### src/rtl/ps2_kbd_ascii.sv
// ps2_kbd_ascii: PS/2 keyboard receiver (scan set 2) with ASCII decode,
// output FIFO and a four-phase consumer handshake.
//
// Ports
//   clk       in   system clock, rising edge
//   reset     in   asynchronous, active-high reset
//   ps2_clk   in   PS/2 device clock (asynchronous)
//   ps2_data  in   PS/2 device data (asynchronous)
//   kbd_rdy   out  key available for the consumer
//   kbd_ack   in   consumer acknowledge (four-phase)
//   kbd_data  out  7-bit ASCII code, valid while kbd_rdy=1
//   rx_err    out  one-cycle pulse on frame error or frame timeout
//   ovf       out  one-cycle pulse when a key is dropped on a full FIFO
//
// Receiver FSM
//   state     | meaning
//   RX_IDLE   | waiting for a start bit (0) on a PS/2 falling edge
//   RX_DATA   | shifting in 8 data bits, LSB first
//   RX_PARITY | sampling the odd-parity bit
//   RX_STOP   | sampling the stop bit; good frame -> byte valid
//
// Handshake FSM
//   state     | meaning
//   H_IDLE    | output register free; pops the FIFO head when available
//   H_RDY     | kbd_rdy=1, waiting for kbd_ack=1
//   H_WAIT    | waiting for kbd_ack to return to 0

module ps2_kbd_ascii #(
  parameter int unsigned CLK_HZ     = 1000000,
  parameter int unsigned TIMEOUT_US = 2000,
  parameter int unsigned FIFO_DEPTH = 4
) (
  input  logic       clk,
  input  logic       reset,
  input  logic       ps2_clk,
  input  logic       ps2_data,
  output logic       kbd_rdy,
  input  logic       kbd_ack,
  output logic [6:0] kbd_data,
  output logic       rx_err,
  output logic       ovf
);

  // 64-bit product so realistic clock rates do not overflow.
  localparam logic [63:0] TO_CYC_W = (64'(CLK_HZ) * 64'(TIMEOUT_US)) / 64'd1000000;
  localparam int unsigned TO_CYC   = (TO_CYC_W == 64'd0) ? 32'd1 : 32'(TO_CYC_W);
  localparam int          TO_W     = $clog2(TO_CYC + 1);
  localparam int          AW       = $clog2(FIFO_DEPTH);

  typedef enum logic [1:0] {RX_IDLE, RX_DATA, RX_PARITY, RX_STOP} rx_state_e;
  typedef enum logic [1:0] {H_IDLE, H_RDY, H_WAIT} hs_state_e;

  // ---------------- synchronizers and edge detect ----------------
  logic [1:0] ps2c_sync_q, ps2d_sync_q;
  logic       ps2c_prev_q;
  logic       fall, bit_in;

  always_ff @(posedge clk or posedge reset) begin
    if (reset) begin
      ps2c_sync_q <= 2'b11;
      ps2d_sync_q <= 2'b11;
      ps2c_prev_q <= 1'b1;
    end else begin
      ps2c_sync_q <= {ps2c_sync_q[0], ps2_clk};
      ps2d_sync_q <= {ps2d_sync_q[0], ps2_data};
      ps2c_prev_q <= ps2c_sync_q[1];
    end
  end

  assign fall   = ps2c_prev_q & ~ps2c_sync_q[1];
  assign bit_in = ps2d_sync_q[1];

  // ---------------- receiver ----------------
  rx_state_e       rx_state_q, rx_state_d;
  logic [2:0]      bit_cnt_q, bit_cnt_d;
  logic [7:0]      rx_sr_q, rx_sr_d;
  logic            par_ok_q, par_ok_d;
  logic            byte_vld_q, byte_vld_d;
  logic            rx_err_q, rx_err_d;
  logic [TO_W-1:0] to_cnt_q, to_cnt_d;

  always_ff @(posedge clk or posedge reset) begin
    if (reset) begin
      rx_state_q <= RX_IDLE;
      bit_cnt_q  <= '0;
      rx_sr_q    <= '0;
      par_ok_q   <= 1'b0;
      byte_vld_q <= 1'b0;
      rx_err_q   <= 1'b0;
      to_cnt_q   <= '0;
    end else begin
      rx_state_q <= rx_state_d;
      bit_cnt_q  <= bit_cnt_d;
      rx_sr_q    <= rx_sr_d;
      par_ok_q   <= par_ok_d;
      byte_vld_q <= byte_vld_d;
      rx_err_q   <= rx_err_d;
      to_cnt_q   <= to_cnt_d;
    end
  end

  always_comb begin
    rx_state_d = rx_state_q;
    bit_cnt_d  = bit_cnt_q;
    rx_sr_d    = rx_sr_q;
    par_ok_d   = par_ok_q;
    byte_vld_d = 1'b0;
    rx_err_d   = 1'b0;
    to_cnt_d   = '0;

    // Gap timer: a falling edge and a timeout are mutually exclusive.
    if (rx_state_q != RX_IDLE && !fall) begin
      if (to_cnt_q == TO_W'(TO_CYC - 1)) begin
        rx_state_d = RX_IDLE;
        rx_err_d   = 1'b1;
      end else begin
        to_cnt_d = to_cnt_q + TO_W'(1);
      end
    end

    if (fall) begin
      case (rx_state_q)
        RX_IDLE: begin
          if (!bit_in) begin
            rx_state_d = RX_DATA;
            bit_cnt_d  = '0;
          end
        end
        RX_DATA: begin
          rx_sr_d   = {bit_in, rx_sr_q[7:1]};
          bit_cnt_d = bit_cnt_q + 3'd1;
          if (bit_cnt_q == 3'd7) rx_state_d = RX_PARITY;
        end
        RX_PARITY: begin
          par_ok_d   = ^{rx_sr_q, bit_in};
          rx_state_d = RX_STOP;
        end
        RX_STOP: begin
          if (bit_in && par_ok_q) byte_vld_d = 1'b1;
          else                    rx_err_d   = 1'b1;
          rx_state_d = RX_IDLE;
        end
        default: rx_state_d = RX_IDLE;
      endcase
    end
  end

  // ---------------- decoder ----------------
  // Returns {mapped, ascii}. Shift only changes the digit row.
  function automatic logic [7:0] map_code(input logic [7:0] code, input logic shifted);
    logic [7:0] r;
    logic [6:0] dig;
    logic       is_dig;
    r      = 8'h00;
    dig    = 7'd0;
    is_dig = 1'b0;
    case (code)
      8'h1C: r = {1'b1, 7'h41};  8'h32: r = {1'b1, 7'h42};
      8'h21: r = {1'b1, 7'h43};  8'h23: r = {1'b1, 7'h44};
      8'h24: r = {1'b1, 7'h45};  8'h2B: r = {1'b1, 7'h46};
      8'h34: r = {1'b1, 7'h47};  8'h33: r = {1'b1, 7'h48};
      8'h43: r = {1'b1, 7'h49};  8'h3B: r = {1'b1, 7'h4A};
      8'h42: r = {1'b1, 7'h4B};  8'h4B: r = {1'b1, 7'h4C};
      8'h3A: r = {1'b1, 7'h4D};  8'h31: r = {1'b1, 7'h4E};
      8'h44: r = {1'b1, 7'h4F};  8'h4D: r = {1'b1, 7'h50};
      8'h15: r = {1'b1, 7'h51};  8'h2D: r = {1'b1, 7'h52};
      8'h1B: r = {1'b1, 7'h53};  8'h2C: r = {1'b1, 7'h54};
      8'h3C: r = {1'b1, 7'h55};  8'h2A: r = {1'b1, 7'h56};
      8'h1D: r = {1'b1, 7'h57};  8'h22: r = {1'b1, 7'h58};
      8'h35: r = {1'b1, 7'h59};  8'h1A: r = {1'b1, 7'h5A};
      8'h45: begin is_dig = 1'b1; dig = 7'd0; end
      8'h16: begin is_dig = 1'b1; dig = 7'd1; end
      8'h1E: begin is_dig = 1'b1; dig = 7'd2; end
      8'h26: begin is_dig = 1'b1; dig = 7'd3; end
      8'h25: begin is_dig = 1'b1; dig = 7'd4; end
      8'h2E: begin is_dig = 1'b1; dig = 7'd5; end
      8'h36: begin is_dig = 1'b1; dig = 7'd6; end
      8'h3D: begin is_dig = 1'b1; dig = 7'd7; end
      8'h3E: begin is_dig = 1'b1; dig = 7'd8; end
      8'h46: begin is_dig = 1'b1; dig = 7'd9; end
      8'h29: r = {1'b1, 7'h20};  8'h5A: r = {1'b1, 7'h0D};
      8'h76: r = {1'b1, 7'h1B};  8'h66: r = {1'b1, 7'h5F};
      8'h41: r = {1'b1, 7'h2C};  8'h49: r = {1'b1, 7'h2E};
      8'h4E: r = {1'b1, 7'h2D};  8'h4A: r = {1'b1, 7'h2F};
      default: r = 8'h00;
    endcase
    // The shifted row only spans 0x21-0x29, so shifted 0 shares ')' with 9.
    if (is_dig) begin
      if (!shifted)          r = {1'b1, 7'h30 + dig};
      else if (dig == 7'd0)  r = {1'b1, 7'h29};
      else                   r = {1'b1, 7'h20 + dig};
    end
    return r;
  endfunction

  logic       brk_q, brk_d, ext_q, ext_d, shift_q, shift_d;
  logic       push_req;
  logic [7:0] mapped;
  logic       is_shift_key;

  assign mapped       = map_code(rx_sr_q, shift_q);
  assign is_shift_key = (rx_sr_q == 8'h12) || (rx_sr_q == 8'h59);

  always_ff @(posedge clk or posedge reset) begin
    if (reset) begin
      brk_q   <= 1'b0;
      ext_q   <= 1'b0;
      shift_q <= 1'b0;
    end else begin
      brk_q   <= brk_d;
      ext_q   <= ext_d;
      shift_q <= shift_d;
    end
  end

  always_comb begin
    brk_d    = brk_q;
    ext_d    = ext_q;
    shift_d  = shift_q;
    push_req = 1'b0;
    if (byte_vld_q) begin
      if (rx_sr_q == 8'hF0) begin
        brk_d = 1'b1;
      end else if (rx_sr_q == 8'hE0) begin
        ext_d = 1'b1;
      end else if (ext_q) begin
        ext_d = 1'b0;
        brk_d = 1'b0;
      end else if (brk_q) begin
        brk_d = 1'b0;
        if (is_shift_key) shift_d = 1'b0;
      end else if (is_shift_key) begin
        shift_d = 1'b1;
      end else begin
        push_req = mapped[7];
      end
    end
  end

  // ---------------- FIFO ----------------
  logic [6:0]  mem_q [FIFO_DEPTH];
  logic [AW-1:0] wr_ptr_q, rd_ptr_q;
  logic [AW:0]   cnt_q;
  logic          fifo_full, fifo_empty, pop, do_push, ovf_q;

  assign fifo_full  = (cnt_q == (AW+1)'(FIFO_DEPTH));
  assign fifo_empty = (cnt_q == '0);
  // A pop in the same cycle frees the slot, so a full FIFO still accepts.
  assign do_push    = push_req && (!fifo_full || pop);

  always_ff @(posedge clk) begin
    if (do_push) mem_q[wr_ptr_q] <= mapped[6:0];
  end

  always_ff @(posedge clk or posedge reset) begin
    if (reset) begin
      wr_ptr_q <= '0;
      rd_ptr_q <= '0;
      cnt_q    <= '0;
      ovf_q    <= 1'b0;
    end else begin
      if (do_push) wr_ptr_q <= wr_ptr_q + AW'(1);
      if (pop)     rd_ptr_q <= rd_ptr_q + AW'(1);
      cnt_q <= cnt_q + (AW+1)'(do_push) - (AW+1)'(pop);
      ovf_q <= push_req && !do_push;
    end
  end

  // ---------------- handshake ----------------
  hs_state_e  hs_state_q, hs_state_d;
  logic       rdy_q, rdy_d;
  logic [6:0] data_q, data_d;
  logic       ack_armed_q;

  // An ack left high across reset must go low once before it counts.
  always_ff @(posedge clk or posedge reset) begin
    if (reset) begin
      hs_state_q  <= H_IDLE;
      rdy_q       <= 1'b0;
      data_q      <= '0;
      ack_armed_q <= 1'b0;
    end else begin
      hs_state_q  <= hs_state_d;
      rdy_q       <= rdy_d;
      data_q      <= data_d;
      if (!kbd_ack) ack_armed_q <= 1'b1;
    end
  end

  always_comb begin
    hs_state_d = hs_state_q;
    rdy_d      = rdy_q;
    data_d     = data_q;
    pop        = 1'b0;
    case (hs_state_q)
      H_IDLE: begin
        if (!fifo_empty) begin
          pop        = 1'b1;
          data_d     = mem_q[rd_ptr_q];
          rdy_d      = 1'b1;
          hs_state_d = H_RDY;
        end
      end
      H_RDY: begin
        if (kbd_ack && ack_armed_q) begin
          rdy_d      = 1'b0;
          hs_state_d = H_WAIT;
        end
      end
      H_WAIT: begin
        if (!kbd_ack) hs_state_d = H_IDLE;
      end
      default: hs_state_d = H_IDLE;
    endcase
  end

  assign kbd_rdy  = rdy_q;
  assign kbd_data = data_q;
  assign rx_err   = rx_err_q;
  assign ovf      = ovf_q;

endmodule

### config.mk
export PLATFORM = sky130hd
export DESIGN_NAME = ps2_kbd_ascii
export DESIGN_NICKNAME = d
export VERILOG_FILES = /design/src/rtl/ps2_kbd_ascii.sv
export SDC_FILE = /design/constraint.sdc
export NUM_CORES = 1
export LEC_CHECK = 0
export BUFFER_PORTS_ARGS = -buffer_cell sky130_fd_sc_hd__buf_4
export CAP_MARGIN = 40
export CELL_PAD_IN_SITES_DETAIL_PLACEMENT = 0
export CELL_PAD_IN_SITES_GLOBAL_PLACEMENT = 1
export CORE_MARGIN = 2
export CORE_UTILIZATION = 35
export CTS_CLUSTER_DIAMETER = 30
export DETAILED_ROUTE_END_ITERATION = 8
export PLACE_DENSITY_LB_ADDON = 0.1
export SKIP_LAST_GASP = 1
export SYNTH_ARGS = -nofsm -noshare
export SYNTH_HDL_FRONTEND = slang
export SYNTH_SLANG_ARGS = --single-unit
### constraint.sdc
create_clock -name clk -period 3 [get_ports clk]
set_clock_uncertainty 0.05 [all_clocks]
set_input_delay 0.3 -clock clk [delete_from_list [all_inputs] [get_ports clk]]
set_output_delay 0.3 -clock clk [all_outputs]
set_load 0.1 [all_outputs]
==> metrics.csv, run 1 <==
metric;value;unit
worst vdd ir;0.336;mV
area leader, netlist;dfrtp_1;
CTS tree;yes;
GPL Wtd Cong;0.797;
Final Max Slew Viols;0;
DRT Pass-1 Iters;4;
worst setup margin;-0.0296;ns
post-route cell area;6000;um^2
Overall Global Routing Usage;16.2;%
H-tree levels;3;
routed vias/inst;5.08;
Max-cap violations;0;
CTS Root Buffer Type;clkbuf_16;
clk_lat worst skew;0.34;ns
Worst Reg-to-Reg Cells;15;
Final Setup Violations;1;
die area;14000;um^2
syn avg cell area;11.2;um^2
most frequent cells after synthesis;dfrtp_1 (49), nor2_1 (34), nand2_1 (29), edfxtp_1 (28), nand3_1 (18);
Slew @ Worst Pin;0.566;ns
Die Ht;118;um
first-pass GRT wire length;17900;um
Tot Pwr;4.44;mW
# fillers;1178;
DRC violations left;0;
Post-synth ARST share;65.9;%
sequential fraction of the synthesis area;48.0;%
Worst Hold Path EP;ps2c_sync_q[0];
Reg-to-Reg Start;rx_sr_q[5];
post-synthesis register bit count;82;
largest net degree at the start of global routing;22;
setup TNS;-0.0296;ns
hold_sp;ps2_clk;
Area Overhead vs Synth;31.1;%
post-route insts no fill;683;
Min Clock Period, post-route;3.03;ns
Total Wirelength;10900;um
Routed Antenna Nets;0;
NumNets Final;521;
Mapped Area;4580;um^2
DR WL/cell;15.9;um
total gr overflow;0;
Hold Path Class;primary input to register;
DR iter-0 viols;211;
worst path arrival time;3.20;ns
Die X;118;um
placed insts;645;
worst slack at placement;-0.172;ns
Synthesis Warnings;0;
layout cells sized above 1;38.2;%
Post-synth EDFFs;28;
CTS sink cnt;82;
relative slew slack;62.3;%
Synth top area share;26.8;%
Post-Synthesis Net Count;424;
top post-synthesis cells by area;dfrtp_1 (27%), edfxtp_1 (18%), mux4_2 (3.4%);
Fmax achieved;0.330;GHz
antenna cell count;0;
top-count cell post-synth;dfrtp_1;
synthesized instance count;409;
status;complete, but fails checks;
synth unique cells;73;
Final period util;101;%
total CTS buffers;9;
vias;3470;
Core ar.;12700;um^2
WP data required;3.17;ns
dominant synthesized flop cell;dfrtp_1;
worst-path fanout max;6;
half-perimeter wire length after placement;7830;um
endpoint class of the critical path;register;
io pins;15;
Clock transition at path regs;0.06;ns
vias in the first global route;3503;
Rows;41;
failing checks;negative setup slack;
Fin. Hold Viols;0;
type of the worst setup path;register to register;
FF-to-FF setup slack;-0.03;ns
power density cells;740;nW/um^2
initial antenna violation count;0;
RSZ-0062 raised after global routing;yes;
Placed Area;5350;um^2
leakage;2.54;nW
Clock Path Buffers;2;
Worst setup SP type;register;
I/O Buffers;14;
Starting Density;36.1;%
Min-Delay Path Depth;1;
RR Endpoint;cnt_q[2];
==> worst max-delay path, cell delays in order, from the launching register on <==
cell and delay [ns]:
dfrtp_1 0.39, buf_12 0.14, buf_6 0.11, or4b_4 0.50
o2bb2ai_4 0.16, a2111oi_4 0.06, and4bb_4 0.24, a21oi_4 0.16
inv_2 0.06, ha_4 0.20, inv_2 0.06, ha_4 0.12
inv_2 0.03, fa_2 0.37, xnor2_2 0.14, xnor2_1 0.12
==> timing repair <==
action	CTS	global route
hold buffers	1	0
resized for setup	14	16
setup endpoints to repair	2	2
pin swaps	11	12
hold endpoints to repair	19	0
setup buffers	12	10
==> report_power, final <==
group,internal (mW),leakage [nW],switching (mW)
logic,0.902,1.41,0.904
clock network,0.811,0.159,0.450
registers,1.26,0.966,0.109
total,2.97,2.54,1.46
==> sequential cells by signal (all words and copies together) (netlist names), 2 cells and up <==
register     cells
wr_ptr_q         2
rx_sr_q          8
ps2d_sync_q      2
bit_cnt_q        3
ps2c_sync_q      2
to_cnt_q        11
cnt_q            3
rd_ptr_q         2
rx_state_q       2
hs_state_q       2
kbd_data         7
mem_q           28
==> how the worst max path moves through the flow <==
| stage | endpoint | start | slack (ns) |
|---|---|---|---|
| final | cnt_q[2] | rx_sr_q[5] | -0.03 |
| after detailed placement | cnt_q[2] | rx_sr_q[4] | -0.17 |
| after CTS | cnt_q[2] | rx_sr_q[5] | 0.01 |
| after global placement | cnt_q[2] | rx_sr_q[4] | -0.23 |
| after global routing | cnt_q[2] | rx_sr_q[2] | -0.14 |
| after floorplan | cnt_q[2] | rx_sr_q[6] | 0.03 |
==> kinds of logic (layout without fill, tap and decap cells) <==
logic type / count (synthesis) / after routing / share of synthesized area (%)
simple gates: 155 / 155 / 19.9
flops: 82 / 82 / 48.0
compound gates: 75 / 75 / 12.1
buf+inv: 44 / 146 / 5.69
mux: 22 / 22 / 7.19
xor+xnor: 21 / 21 / 4.18
fa+ha+maj: 10 / 10 / 2.90
==> placed cells by master (no fill, tap or decap), types with 3 or more instances in the layout <==
cell type,instances
xnor2_1,13
and4b_1,3
ha_1,7
nor2b_1,9
nand4_1,6
nand2b_1,9
mux4_2,7
o21ai_0,16
dfrtp_1,44
or4_1,3
inv_2,6
nor3b_1,6
clkbuf_16,9
mux2_2,13
nand2_1,29
nand3_1,18
a22o_1,3
buf_4,105
and2_1,7
nor2_1,34
o22ai_1,4
buf_12,5
xor2_1,6
buf_6,3
a21oi_1,13
nor4b_2,3
inv_1,8
o211ai_1,5
a21o_1,3
and3_1,3
edfxtp_1,28
a22oi_1,3
bufinv_16,3
nor3_1,5
dfrtp_2,5
o22a_1,3
dfstp_2,5
==> routing by layer <==
metal	routed length [um]	track usage (%)
met5	0	0
met4	227	5.72
met3	357	3.38
met2	5120	25.9
met1	5180	21.6
==> per-stage QoR <==
step	hold slack, ns	util (%)
floorplan	0.254	-
global placement	0.296	42.2
detailed placement	0.289	42.2
CTS	0.000886	46.3
global route	0.00521	47.3
finish	0.0156	47.3
==> final cells by class <==
cell class              instances  area, um^2  share of cell area [%]
repair buffers                116         941                    15.7
inverters                      14        52.6                   0.876
clock buffers                   9         225                    3.75
well taps                     172         215                    3.59
multi-input cells             283        2240                    37.4
flip-flops and latches         82        2200                    36.8
clock inverters                 7         118                    1.96
Power figures use the tool's default switching activity.
==> run 2, diff against run 1 <==
- GPL_TIMING_DRIVEN: default -> 0
==> run 2 against run 1 <==
Effect of this change: highest routed layer unchanged; setup slack worse by 0.071 ns; count of clock-buffer cells in the layout up 3; via count down 3.1%; combinational power down 10%; die area unchanged; register-to-register slack worse by 0.07 ns; clock power down 8%; critical endpoint unchanged; the run ends with negative hold slack, negative setup slack left; design area down 6.1%; hold slack worse by 0.025 ns; critical path depth unchanged; non-clock buffer count down 49.
==> metrics.csv, run 2 (same netlist as run 1, synthesis figures left out) <==
metric;value;unit
Slew @ Worst Pin;0.757;ns
commonest non-fill, non-tap cell in the layout;dfrtp_1;
worst-path fanout max;10;
layout cells sized above 1;31.2;%
relative slew slack;48.9;%
Final period util;103;%
Starting Density;36.1;%
DRC violations left;0;
Die Ht;118;um
post-route cell area;5630;um^2
I/O Buffers;14;
Max-cap violations;0;
Rows;41;
vias;3362;
DR WL/cell;17.7;um
failing checks;negative hold slack, negative setup slack;
# fillers;1230;
endpoint class of the critical path;register;
Area Overhead vs Synth;23.1;%
antenna cell count;0;
largest net degree at the start of global routing;29;
CTS sink cnt;82;
io pins;15;
Min Hold Slack;-0.00994;ns
max incr delay on CP;0.40;ns
H-tree levels;3;
Total Wirelength;11200;um
worst vdd ir;0.276;mV
DRT Pass-1 Iters;4;
Clock Path Buffers;2;
initial antenna violation count;0;
Final Max Slew Viols;0;
type of the worst setup path;register to register;
Hold Path Class;primary input to asynchronous set/reset pin;
crit-path cells;buf_6 > buf_12 > xnor2_4 > mux2i_1 > nor2_2 > nor4_4 > a21oi_4 > inv_1 > ha_1 > inv_1 > ha_2 > inv_2 > fa_2 > xnor2_2 > xnor2_1;
clk_lat worst skew;0.34;ns
total gr overflow;0;
Fin. Hold Viols;21;
half-perimeter wire length after placement;7590;um
Clock transition at path regs;0.06;ns
Overall Global Routing Usage;16.7;%
Die X;118;um
placed insts;596;
NumNets Final;472;
top flop regs;mem_q: 28 flops, to_cnt_q: 11 flops, rx_sr_q: 8 flops;
WP data required;3.17;ns
Tot Pwr;4.13;mW
CTS tree;yes;
GPL Wtd Cong;0.878;
Final Setup Violations;2;
Worst setup SP type;register;
Max stage delay cell, worst path;dfrtp_1;
most frequent cells in the layout;dfrtp_1 (44), buf_4 (33), nor2_1 (30), nand2_1 (29), edfxtp_1 (28);
setup TNS;-0.112;ns
DR iter-0 viols;201;
leakage;2.27;nW
total CTS buffers;9;
CTS Root Buffer Type;clkbuf_16;
die area;14000;um^2
Fmax achieved;0.323;GHz
max reg flops;28;
worst setup margin;-0.100;ns
vias in the first global route;3380;
status;complete, but fails checks;
routed vias/inst;5.30;
post-route insts no fill;634;
Placed Area;4920;um^2
RSZ-0062 raised after global routing;yes;
first-pass GRT wire length;18300;um
Core ar.;12700;um^2
crit-path most repeated cell;inv_1;
Min Clock Period, post-route;3.10;ns
worst slack at placement;-0.392;ns
Routed Antenna Nets;0;
Final Util;44.4;%
worst path arrival time;3.27;ns
power density cells;733;nW/um^2
Largest Register;mem_q;
[run 2: cell types whose count changed in the layout (fill, tap and decap cells not counted), moves of 3 or more]
| cell | before | now |
|---|---|---|
| nor2_2 | 0 | 4 |
| buf_4 | 105 | 33 |
| buf_12 | 5 | 2 |
| clkbuf_1 | 0 | 9 |
| buf_6 | 3 | 14 |
| buf_2 | 0 | 6 |
| nor2_1 | 34 | 30 |
[run 2: what timing repair did]
action,4_1_cts,5_1_grt
cloned,0,2
buffers inserted,10,8
gates resized for setup,17,34
setup endpoints to repair,2,2
hold buffers,2,0
pin swaps,11,14
hold endpoints to repair,2,0
[run 2: cell type report]
cell class	instances	area (um^2)	share of cell area, %
clock inverters	4	48.8	0.867
flip-flops and latches	82	2200	39.2
plain buffers	30	240	4.27
inverters	14	52.6	0.933
repair buffers	37	294	5.22
well taps	172	215	3.82
multi-input cells	283	2310	41.0
clock buffers	12	268	4.76
[run 2: metal layers]
metal  up-vias  part of all wire (%)  global-route usage, %  wire length (um)
met3        25                   4.4                   4.44               493
met4         0                   2.7                   6.63               308
met2        82                    47                   26.0              5240
met1      1666                    46                   22.3              5200
met5         -                     0                      0                 0
li1       1589                     -                      -                 -
[run 2: worst paths after layout]
check | start | endpoint | slack, ns | depth (start not counted)
max | rx_sr_q[4] | cnt_q[2] | -0.10 | 15
min in group clk | kbd_ack | ack_armed_q | 0.10 | 2
min reg2reg | ps2c_sync_q[0] | ps2c_sync_q[1] | 0.30 | 0
max reg2reg | rx_sr_q[4] | cnt_q[2] | -0.10 | 15
min | reset | to_cnt_q[4] | -0.01 | 2
max in group asynchronous | reset | ps2d_sync_q[0] | 2.28 | 3
[run 2: critical path, delay by kind of cell (launching register included)]
kind / cells / cell delay (ns)
and+or+nand+nor: 2 / 0.48
DFF: 1 / 0.40
adders and majority gates: 3 / 0.73
muxes: 1 / 0.29
AOI/OAI and AO/OA: 1 / 0.11
xor gates and xnor gates: 3 / 0.42
buffers and inverters: 5 / 0.48
[run 2: where the power goes]
part / total (mW) / leakage, nW / switching, mW / internal [mW]
combinational: 1.62 / 1.15 / 0.943 / 0.680
sequential: 1.34 / 0.966 / 0.0849 / 1.26
clock: 1.16 / 0.158 / 0.442 / 0.717
==> run 3, diff against run 2 <==
- SETUP_SLACK_MARGIN: default -> 0.05
==> run 3 against run 2 <==
Effect of this change: clock power is essentially flat; count of clock-buffer cells in the layout shrank 3; the run ends with negative setup slack left; power grew 1.1%.
==> metrics.csv, run 3 (same netlist as run 1, synthesis figures left out) <==
metric;value;unit
failing checks;negative setup slack;
leakage;2.27;nW
Final Setup Violations;1;
Clock transition at path regs;0.06;ns
Die Ht;118;um
vias;3310;
CTS Root Buffer Type;clkbuf_16;
total CTS buffers;9;
Top delay family on crit path;adder cells;
max reg flops;28;
routed vias/inst;5.20;
Fin. Hold Viols;0;
RSZ-0062 raised after global routing;yes;
Die X;118;um
io pins;15;
Rows;41;
sw frac;35.9;%
largest net degree at the start of global routing;29;
commonest non-fill, non-tap cell in the layout;dfrtp_1;
worst vdd ir;0.267;mV
antenna cell count;0;
Final Util;44.8;%
DR iter-0 viols;248;
half-perimeter wire length after placement;7570;um
Area Overhead vs Synth;23.9;%
Bufs and invs on worst path;5;
status;complete, but fails checks;
die area;14000;um^2
Max stage delay cell, worst path;dfrtp_2;
total gr overflow;0;
vias in the first global route;3346;
CTS tree;yes;
Worst setup SP type;register;
NumNets Final;475;
relative slew slack;51.6;%
I/O Buffers;14;
switching power;1.50;mW
worst setup margin;-0.0766;ns
DR WL/cell;17.4;um
Clock Path Buffers;2;
Core ar.;12700;um^2
power density cells;736;nW/um^2
Overall Global Routing Usage;16.8;%
Flop pwr share;32.1;%
Clock Power Share;28.5;%
Min Clock Period, post-route;3.08;ns
top flop regs;mem_q: 28 flops, to_cnt_q: 11 flops, rx_sr_q: 8 flops;
crit-path most repeated cell;inv_2;
Hold Path Class;primary input to register;
GPL Wtd Cong;0.894;
Slew @ Worst Pin;0.717;ns
CTS sink cnt;82;
Largest Register;mem_q;
Starting Density;36.1;%
setup TNS;-0.0766;ns
type of the worst setup path;register to register;
WP data required;3.18;ns
Routed Antenna Nets;0;
# fillers;1212;
Final Max Slew Viols;0;
DRC violations left;0;
layout cells sized above 1;32.3;%
Placed Area;4940;um^2
crit-path cells;buf_6 > buf_4 > nor4bb_1 > a211oi_1 > o22a_1 > and4bb_4 > a21oi_4 > inv_2 > ha_4 > inv_2 > ha_4 > inv_2 > fa_2 > xnor2_2 > xnor2_1;
worst path arrival time;3.25;ns
most frequent cells in the layout;dfrtp_1 (45), buf_4 (41), nor2_1 (30), nand2_1 (28), edfxtp_1 (28);
Total Wirelength;11100;um
Max-cap violations;0;
post-route cell area;5670;um^2
initial antenna violation count;0;
DRT Pass-1 Iters;4;
clk_lat worst skew;0.35;ns
Min Hold Slack;0.0941;ns
internal power;2.68;mW
worst slack at placement;-0.407;ns
Fmax achieved;0.325;GHz
first-pass GRT wire length;18200;um
worst-path fanout max;7;
Logic pwr share;39.5;%
max incr delay on CP;0.50;ns
Final period util;103;%
H-tree levels;3;
endpoint class of the critical path;register;
==> run 3: cell types whose count changed in the layout (fill, tap and decap cells not counted), sizes merged <==
cell and change:
inv +1, clkbuf -3, buf +2, dlygate4sd3 +1, clkinvlp +1, bufinv +1
==> run 3: repair_timing <==
action | 4_1_cts | 5_1_grt
gates cloned | 0 | 1
hold endpoints to repair | 20 | 0
pin swaps | 13 | 21
setup buffers | 13 | 8
hold buffers | 3 | 0
endpoints found under the setup margin | 2 | 2
gates resized for setup | 16 | 31
==> run 3: through the flow <==
step,power (mW),cells
2_1_floorplan,2.39,409
3_3_place_gp,2.71,595
3_5_place_dp,2.70,596
4_1_cts,4.05,628
5_1_grt,4.39,637
6_report,4.17,637
==> run 3: power by group through the flow <==
stage / combinational, mW / sequential [mW] / clock [mW]
6_report: 1.65 / 1.34 / 1.19
2_1_floorplan: 0.913 / 1.47 / 0
3_5_place_dp: 1.35 / 1.35 / 0
4_1_cts: 1.50 / 1.33 / 1.22
5_1_grt: 1.76 / 1.35 / 1.27
3_3_place_gp: 1.37 / 1.35 / 0
==> run 3: worst paths after layout <==
check                                from              to  slack [ns]  depth (start not counted)
max                            rx_sr_q[5]        cnt_q[2]       -0.08                         15
min                               kbd_ack     ack_armed_q        0.09                          2
max reg2reg                    rx_sr_q[5]        cnt_q[2]       -0.08                         15
min reg2reg                ps2d_sync_q[0]  ps2d_sync_q[1]        0.31                          0
max in group asynchronous           reset  ps2d_sync_q[0]        1.72                          4
min in group asynchronous           reset     to_cnt_q[4]        0.54                          3
==> run 3: final cells by class <==
cell class                 instances  area, um^2  share of cell area (%)
multi-input combinational        283        2340                    41.4
tap                              172         215                    3.80
inverter                          14        52.6                   0.927
timing repair buffer              40         322                    5.67
sequential                        82        2200                    38.9
clock buffer                       9         225                    3.97
clock inverter                     7        92.6                    1.63
buffer                            30         215                    3.80
==> run 3: per-layer routing <==
metal / share of wire (%) / track usage (%)
met1: 47 / 22.6
met2: 47 / 25.0
met3: 3.5 / 4.39
met4: 3.0 / 8.58
met5: 0 / 0
